File: config.mk
export PLATFORM = sky130hd
export DESIGN_NAME = fifo_wr_arbiter
export DESIGN_NICKNAME = d
export VERILOG_FILES = /design/src/rtl/fifo_wr_arbiter.sv
export SDC_FILE = /design/constraint.sdc
export NUM_CORES = 1
export LEC_CHECK = 0
export BUFFER_PORTS_ARGS = -buffer_cell sky130_fd_sc_hd__clkbuf_2
export CORE_MARGIN = 3
export CORE_UTILIZATION = 25
export DETAILED_ROUTE_END_ITERATION = 10
export SLEW_MARGIN = 5
export SYNTH_ARGS = -nofsm -noshare
export SYNTH_HDL_FRONTEND = slang
export SYNTH_SLANG_ARGS = --single-unit
File: constraint.sdc
create_clock -name clk -period 2 [get_ports clk]
set_input_delay 0.2 -clock clk [delete_from_list [all_inputs] [get_ports clk]]
set_output_delay 0.2 -clock clk [all_outputs]
set_load 0.01 [all_outputs]
File: src/rtl/fifo_wr_arbiter.sv
// fifo_wr_arbiter
// Shares the write port of one synchronous FWFT FIFO between N packet
// producers. Arbitration is round-robin at packet granularity: once a
// requester is granted it keeps the FIFO until its last word is written.
// Each packet costs one arbitration cycle in IDLE before its first word.
//
// Parameters:
//   N        number of requesters (2..16)
//   D_WIDTH  data word width
//   TIMEOUT  idle cycles mid-packet before the grant is revoked
//            (only used when FIFO_ARB_TIMEOUT_EN is defined)
//
// Ports:
//   clk          clock, all logic on rising edge
//   rst_n        asynchronous reset, active-low
//   req_valid    per-requester word valid
//   req_last     per-requester last-word-of-packet flag
//   req_data     packed words, slice i = [i*D_WIDTH +: D_WIDTH]
//   req_ready    per-requester accept (word taken when valid & ready)
//   fifo_din     data to FIFO
//   fifo_wr_en   write enable to FIFO
//   fifo_full    FIFO full flag
//   grant_id     current / most recently granted requester
//   busy         high while a packet transfer is in progress
//   timeout_err  one-cycle pulse when a stalled grant is revoked
//                (port exists only with FIFO_ARB_TIMEOUT_EN)
//
// Optional feature macro: FIFO_ARB_TIMEOUT_EN enables the mid-packet
// idle timeout and the timeout_err output.

module fifo_wr_arbiter #(
    parameter int N       = 4,
    parameter int D_WIDTH = 16,
    parameter int TIMEOUT = 255
) (
    input  logic                   clk,
    input  logic                   rst_n,
    input  logic [N-1:0]           req_valid,
    input  logic [N-1:0]           req_last,
    input  logic [N*D_WIDTH-1:0]   req_data,
    output logic [N-1:0]           req_ready,
    output logic [D_WIDTH-1:0]     fifo_din,
    output logic                   fifo_wr_en,
    input  logic                   fifo_full,
    output logic [$clog2(N)-1:0]   grant_id,
    output logic                   busy
`ifdef FIFO_ARB_TIMEOUT_EN
    ,
    output logic                   timeout_err
`endif
);

    localparam int GW = $clog2(N);

    if (N < 2 || N > 16 || TIMEOUT < 1) begin : g_param_check
        $error("fifo_wr_arbiter: N must be 2..16 and TIMEOUT at least 1");
    end

    typedef enum logic {
        IDLE = 1'b0,
        XFER = 1'b1
    } state_t;

    state_t            state, state_next;
    logic [GW-1:0]     grant_next;
    logic [GW-1:0]     rr_ptr, rr_next;
    logic [GW-1:0]     pick_idx;
    logic              pick_found;
    logic              accept;
    logic [D_WIDTH-1:0] data_arr [N];

    for (genvar i = 0; i < N; i++) begin : g_unpack
        assign data_arr[i] = req_data[i*D_WIDTH +: D_WIDTH];
    end

    // Index arithmetic is done in int and folded back modulo N so that
    // non-power-of-two N wraps correctly.
    function automatic logic [GW-1:0] wrap_idx(input int v);
        return GW'(v % N);
    endfunction

    // Round-robin pick: first valid requester after the one that finished
    // most recently, so a waiting requester is passed over at most N-1 times.
    always_comb begin
        pick_found = 1'b0;
        pick_idx   = rr_ptr;
        for (int k = 1; k <= N; k++) begin
            if (!pick_found && req_valid[wrap_idx(int'(rr_ptr) + k)]) begin
                pick_found = 1'b1;
                pick_idx   = wrap_idx(int'(rr_ptr) + k);
            end
        end
    end

    assign fifo_din = data_arr[grant_id];
    assign busy     = (state == XFER);

`ifdef FIFO_ARB_TIMEOUT_EN
    localparam int CW = $clog2(TIMEOUT + 1);

    logic [CW-1:0] idle_cnt, idle_cnt_next;
    logic          revoke;
`endif

    // Next-state and handshake logic. A FIFO-full stall is not counted as
    // requester idleness, so the timeout only advances when the FIFO could
    // have taken a word but the granted requester had none.
    always_comb begin
        state_next = state;
        grant_next = grant_id;
        rr_next    = rr_ptr;
        req_ready  = '0;
        fifo_wr_en = 1'b0;
        accept     = 1'b0;
`ifdef FIFO_ARB_TIMEOUT_EN
        idle_cnt_next = idle_cnt;
        revoke        = 1'b0;
`endif
        case (state)
            IDLE: begin
                if (pick_found) begin
                    state_next = XFER;
                    grant_next = pick_idx;
`ifdef FIFO_ARB_TIMEOUT_EN
                    idle_cnt_next = '0;
`endif
                end
            end
            XFER: begin
                req_ready[grant_id] = ~fifo_full;
                accept              = req_valid[grant_id] & ~fifo_full;
                fifo_wr_en          = accept;
                if (accept) begin
`ifdef FIFO_ARB_TIMEOUT_EN
                    idle_cnt_next = '0;
`endif
                    if (req_last[grant_id]) begin
                        state_next = IDLE;
                        rr_next    = grant_id;
                    end
                end
`ifdef FIFO_ARB_TIMEOUT_EN
                else if (!req_valid[grant_id] && !fifo_full) begin
                    if (idle_cnt >= CW'(TIMEOUT - 1)) begin
                        revoke        = 1'b1;
                        state_next    = IDLE;
                        rr_next       = grant_id;
                        idle_cnt_next = CW'(TIMEOUT);
                    end else begin
                        idle_cnt_next = idle_cnt + CW'(1);
                    end
                end
`endif
            end
            default: state_next = IDLE;
        endcase
    end

    always_ff @(posedge clk or negedge rst_n) begin
        if (!rst_n) begin
            state    <= IDLE;
            grant_id <= '0;
            rr_ptr   <= GW'(N - 1);
        end else begin
            state    <= state_next;
            grant_id <= grant_next;
            rr_ptr   <= rr_next;
        end
    end

`ifdef FIFO_ARB_TIMEOUT_EN
    always_ff @(posedge clk or negedge rst_n) begin
        if (!rst_n) begin
            idle_cnt    <= '0;
            timeout_err <= 1'b0;
        end else begin
            idle_cnt    <= idle_cnt_next;
            timeout_err <= revoke;
        end
    end
`endif

endmodule

-- After elaboration in Yosys (flattened, before gate mapping)
Index checks and enable logic that the tools add are counted.
- input port bits: 75
- output and inout bits: 24
- bits in registers: 5
- logic and storage cells: 59
- bitwise logic cells: 5
- reductions and logical operators: 9
- add/sub/neg operators: 4
- muxes and demuxes: 31
- order comparisons: 7
- operators by type and width (kind ; count):
    binary-select mux 16 bit (select 2 bit) ; 1
    2-to-1 mux 16 bit ; 2
    < comparator 2 x 3 -> 1 bit, second input constant ; 5
    2-to-1 mux 1 bit ; 15
    binary-select mux 1 bit (select 2 bit) ; 6
    2-to-1 mux 2 bit ; 4
    adder 2 x 1 -> 2 bit, second input constant ; 2
    adder 2 bit, second input constant ; 2
    bitwise AND 4 bit ; 1
    logical AND 1 bit ; 4
    2-to-1 mux 4 bit ; 1
    greater-or-equal comparator 3 bit, second input constant ; 1
    logical NOT 1 bit ; 3
    inverter 2 -> 3 bit ; 1
    AND reduction 3 bit ; 1
    demux 1 bit (select 2 bit) ; 1
    greater-or-equal comparator 2 x 1 -> 1 bit, second input constant ; 1
    inverter 1 bit ; 2
    case mux 1 bit (2 select lines) ; 1
    AND reduction 2 bit ; 1
    bitwise AND 1 bit ; 1

-- Depth between registers and ports, before layout
- depth in word-level cells: 15
- gate-level depth with buffers: 6
- mapped depth without buffers: 4

-- Worst setup path after synthesis
No wires, ideal clock.
- path type: register -> output
- start: register grant_id[0]
- end: output port fifo_din[10]
- required time: 1800 ps
- path buffers: 2
- stages on the path, launching flop included: 4
- arrival time: 1231 ps
- path slack: 569 ps
- cells stage by stage: dfrtp_1 buf_6 buf_6 mux4_2
- cells in the longest elaborated chain, start to end: 4
- ends and longest elaborated chain (element ; RTL line ; text):
    start: declaration ; 45 ; output logic [$clog2(N)-1:0] grant_id,
    start signal: assignment ; 166 ; grant_id <= grant_next;
    inverter 2 -> 3 bit (implied by the code) ; 95 ; assign fifo_din = data_arr[grant_id];
    binary-select mux 16 bit (select 2 bit) ; 95 ;
    2-to-1 mux 16 bit (implied by the code) (2 in series) ; 95 ;
    end: declaration ; 42 ; output logic [D_WIDTH-1:0] fifo_din,
No other way between the ends. The select of a mux whose other input is x is not followed.

-- Final worst setup path
- start: register grant_id[0]
- end: output port fifo_din[8]
Same word-level chain as after synthesis.

==> results by stage <==
STA:
- The total negative setup slack is 0 ns.
- In the finished design, the share of the clock period the worst path needs comes to 92.4%.
- The final max-slew violation count is 0.
- Setup repair after global routing left no endpoint under its margin.
- The hold violation total from the final report is 0.
- The shortest period the worst path allows is 1.85 ns.
- Static timing analysis puts the maximum clock frequency at 0.541 GHz.
- At the pin with the least slew margin, the transition time is 0.345 ns.
- The number of setup violations in the final report is 0.
- Clock skew on the completed layout was measured at 0.000679 ns.
- The headroom to the max-slew limit is 77.0%.

Clocking:
- Clock tree synthesis found a total of 5 sinks.
- In this run, post-CTS repair resized a total of 0 instances.
- The number of clock buffers added by TritonCTS is 3.
- Clock-pin slew was measured on the worst setup and hold paths at 0.04 ns.
- The clock insertion delay at the later pin of the skew report is 0.24 ns.
- The clock tree from TritonCTS is built.
- Counting along the longest clock path gives a buffer depth of 2.
- Buffers added to address setup during post-CTS repair amount to 0.
- In this run the number of H-tree levels came out at 1.
- The cell chosen for the clock root is clkbuf_4.

Global route:
- The largest net degree at the start of global routing is 22.
- The initial antenna violation count is 0.
- In the global route stage, overall resource usage came out at 15.4%.
- The final global-route overflow total is 0.
- The first global-routing pass estimated 4.94 mm of wire.
- The number of global-route vias before repair is 1054.

Synth:
- By area, the combinational part of the netlist is dominated by multiplexers.
- The number of flops mapped to enable cells by yosys is 0.
- The mean instance size in the synthesized netlist is 12.2 um2.
- After Yosys synthesis, and, or, nand and nor cells account for 13.5% of the synthesized area.
- For this run, the register share of the synthesized area comes to 15.4%.
- The post-synthesis mux area share is 51.9%.
- The most used flip-flop cell after synthesis is dfrtp_1.
- Of the total synthesized cell area, the portion taken by full adders, half adders and majority gates is 0%.
- The async set or reset register ratio after synthesis is 100%.
- The number of flip-flops and latches in the synthesized netlist is 5.
- The number of different library cells in the post-synthesis netlist is 28.
- The number of nets handed over by synthesis was 143.
- In this run the cell area of the synthesized design comes to 827 um2.
- After technology mapping, the gate count stands at 68.
- Summing the areas of all compound-gate instances in the mapped netlist gives 11.2% of the synthesized area.
- Yosys printed 0 warnings.
- The xor/xnor share of the synthesized area is 0%.

Pwr:
- The analysis attributes to cell leakage a power of 0.726 nW.
- The worst vdd rail ir drop is 0.549 mV.
- Dividing total power by cell area gives a power density of 1140 mW/mm2.

Die:
- The number of I/O pins is 99.
- The placement row count is 20.
- Once the floorplan was initialized, standard cells occupied 26.7% of the core.
- Measured along the y axis, the die boundary spans 63.5 um.
- The die outline area is 0.00403 mm2.
- Measured along the x axis, the die boundary spans 63.5 um.
- The area of the core is 0.00310 mm2.

Placement:
- The wire-length estimate of the detail-placed layout is 2.77 mm.
- The number of placed instances with taps included is 208.
- The final weighted congestion of routability-driven global placement is 0.841.
- The count of buffers added on input and output ports is 98.

Routing:
- The DRC violation total after the first TritonRoute iteration is 41.
- Across all layers, the routed design uses 990 vias.
- For this run, design rule violations remaining after detail routing come to 0.
- Wire segments on met3 add up to 306 um in the final route.
- In this run the remaining antenna-violating nets after routing total 0.
- After detailed routing, the number of vias per cell comes to 4.65.
- The total wirelength of the detailed-routed design is 3.04 mm.
- The routed length on met1 is 1.09 mm.
- The top layer used by detailed routing is met3.
- The routed wire length on met2 is 1.65 mm.
- The first detailed-routing pass took 4 iterations.
- In the final routed layout, each cell accounts on average for 14.3 um.

Worst setup path:
- On the worst path, the slowest cell contributes a delay of 0.54 ns.
- The kind of cell adding the most delay to the critical path is flip-flops.
- The cell with the biggest individual delay on the critical path is dfrtp_1.
- Walking the worst path, the cells encountered are buf_12, mux4_2, clkbuf_2.
- The register-to-register path setup slack is 0.62 ns.
- The destination of the worst register-to-register timing path is rr_ptr[0]$_DFFE_PN1P_.
- The most critical setup path has its endpoint at fifo_din[8].
- The maximum fanout count along the critical path is 12.
- The number of cells on the critical path is 3.
- Tracing the worst setup path back leads to its startpoint at grant_id[0]$_DFFE_PN0P_.
- The worst endpoint data arrival time is 1.65 ns.
- STA puts the critical path data required time at 1.80 ns.
- Counting cells, the worst reg-to-reg path comes to 5.
- The startpoint of the worst-slack reg-to-reg timing path is grant_id[0]$_DFFE_PN0P_.
- The startpoint kind of the worst setup timing path is a flop.
- The number of buffers and inverters on the critical path is 2.
- The worst setup path is of the flop to output port kind.
- The kind of capture point of the worst setup path is an output port.

Cells and area:
- In the final design database the tool counted 245 nets.
- The top cell types in the final layout, fill and taps aside, are clkbuf_2, mux4_2, nand2_1.
- In the final layout, the share of cells above drive strength 1 is 78.1%.
- The layout-stage area growth over the synthesis result is 68.8%.
- Leaving out fill and tap cells, the most frequent cell in the layout is clkbuf_2.
- The count of non-filler cells in the finished layout is 213.
- 0 antenna diodes ended up in the layout.

Run status:
- The run finished with clean final reports.

Run:
- The number of maximum-capacitance constraint violations is 0.

Worst hold path:
- The class of the tightest hold or removal check is input pin to flop.
sequential cells by signal (all words and copies together), names as in the netlist:
signal    cells
rr_ptr        2
grant_id      2
busy          1
cell usage after synthesis (all sizes together) (2+ instances only):
| cell type | instances | share of area (%) |
|---|---|---|
| nor2 | 4 | 2.1 |
| mux2 | 4 | 5.9 |
| dfstp | 2 | 6.4 |
| o211ai | 4 | 4.8 |
| dfrtp | 3 | 9.1 |
| mux4 | 16 | 44 |
| nand2 | 8 | 3.6 |
| o21ai | 4 | 2.4 |
| buf | 6 | 6.7 |
| nand3 | 3 | 2.4 |
| mux2i | 2 | 2.4 |
| inv | 3 | 1.4 |
area by class of cell:
class	instances	area, um2
Timing Repair Buffer	103	543
Sequential cell	5	128
Clock buffer	4	26.3
Inverter	3	11.3
Multi-Input combinational cell	54	633
Tap cell	44	55.1
Fill cell	319	1710
cell families (layout without fill, tap and decap cells):
logic type,Yosys count,count (layout)
buffers and inverters,9,110
AND/OR/NAND/NOR,20,20
multiplexers,22,22
flip-flops,5,5
AO/OA/AOI/OAI,12,12
timing repair:
item	in CTS	in global routing
hold buffers	1	0
endpoints found under the setup margin	0	0
hold endpoints to repair	5	0
per-stage QoR:
| step | utilization (%) | instance area [um2] | hold slack (ns) | total power, mW | worst slack [ns] |
|---|---|---|---|---|---|
| finish | 45.0 | 1400 | 0.250 | 1.59 | 0.152 |
| floorplan | - | 827 | -0.0956 | 1.12 | 0.569 |
| global route | 45.0 | 1400 | 0.241 | 1.73 | 0.0491 |
| detailed placement | 43.8 | 1360 | 0.0201 | 1.49 | 0.393 |
| CTS | 45.0 | 1400 | 0.245 | 1.61 | 0.132 |
| global placement | 43.8 | 1360 | 0.0202 | 1.47 | 0.402 |
how the worst min path moves through the flow:
stage,endpoint,slack [ns],depth (start not counted),start
2_1_floorplan,busy$_DFF_PN0_,-0.1,0,rst_n
3_3_place_gp,grant_id[1]$_DFFE_PN0P_,0.02,1,rst_n
3_5_place_dp,busy$_DFF_PN0_,0.02,1,rst_n
4_1_cts,rr_ptr[0]$_DFFE_PN1P_,0.24,3,req_last[1]
5_1_grt,rr_ptr[0]$_DFFE_PN1P_,0.24,3,req_last[1]
6_report,rr_ptr[0]$_DFFE_PN1P_,0.25,3,req_last[1]
per-layer routing:
layer | GRT usage, % | vias to the layer above
li1 | - | 478
met2 | 29.7 | 59
met3 | 4.63 | 0
met5 | 0 | -
met1 | 16.1 | 453
met4 | 3.23 | 0
report_power, final:
part           switching (mW)  internal (mW)  total [mW]
Clock                  0.0398         0.0753       0.115
Sequential             0.0760          0.165       0.241
Combinational           0.554          0.680        1.23
worst min-delay path, cell delays in order:
cell and delay (ns):
clkbuf_2 0.09, mux2i_1 0.12, o21ai_1 0.07
No activity file was read; power rests on OpenSTA's default activity.
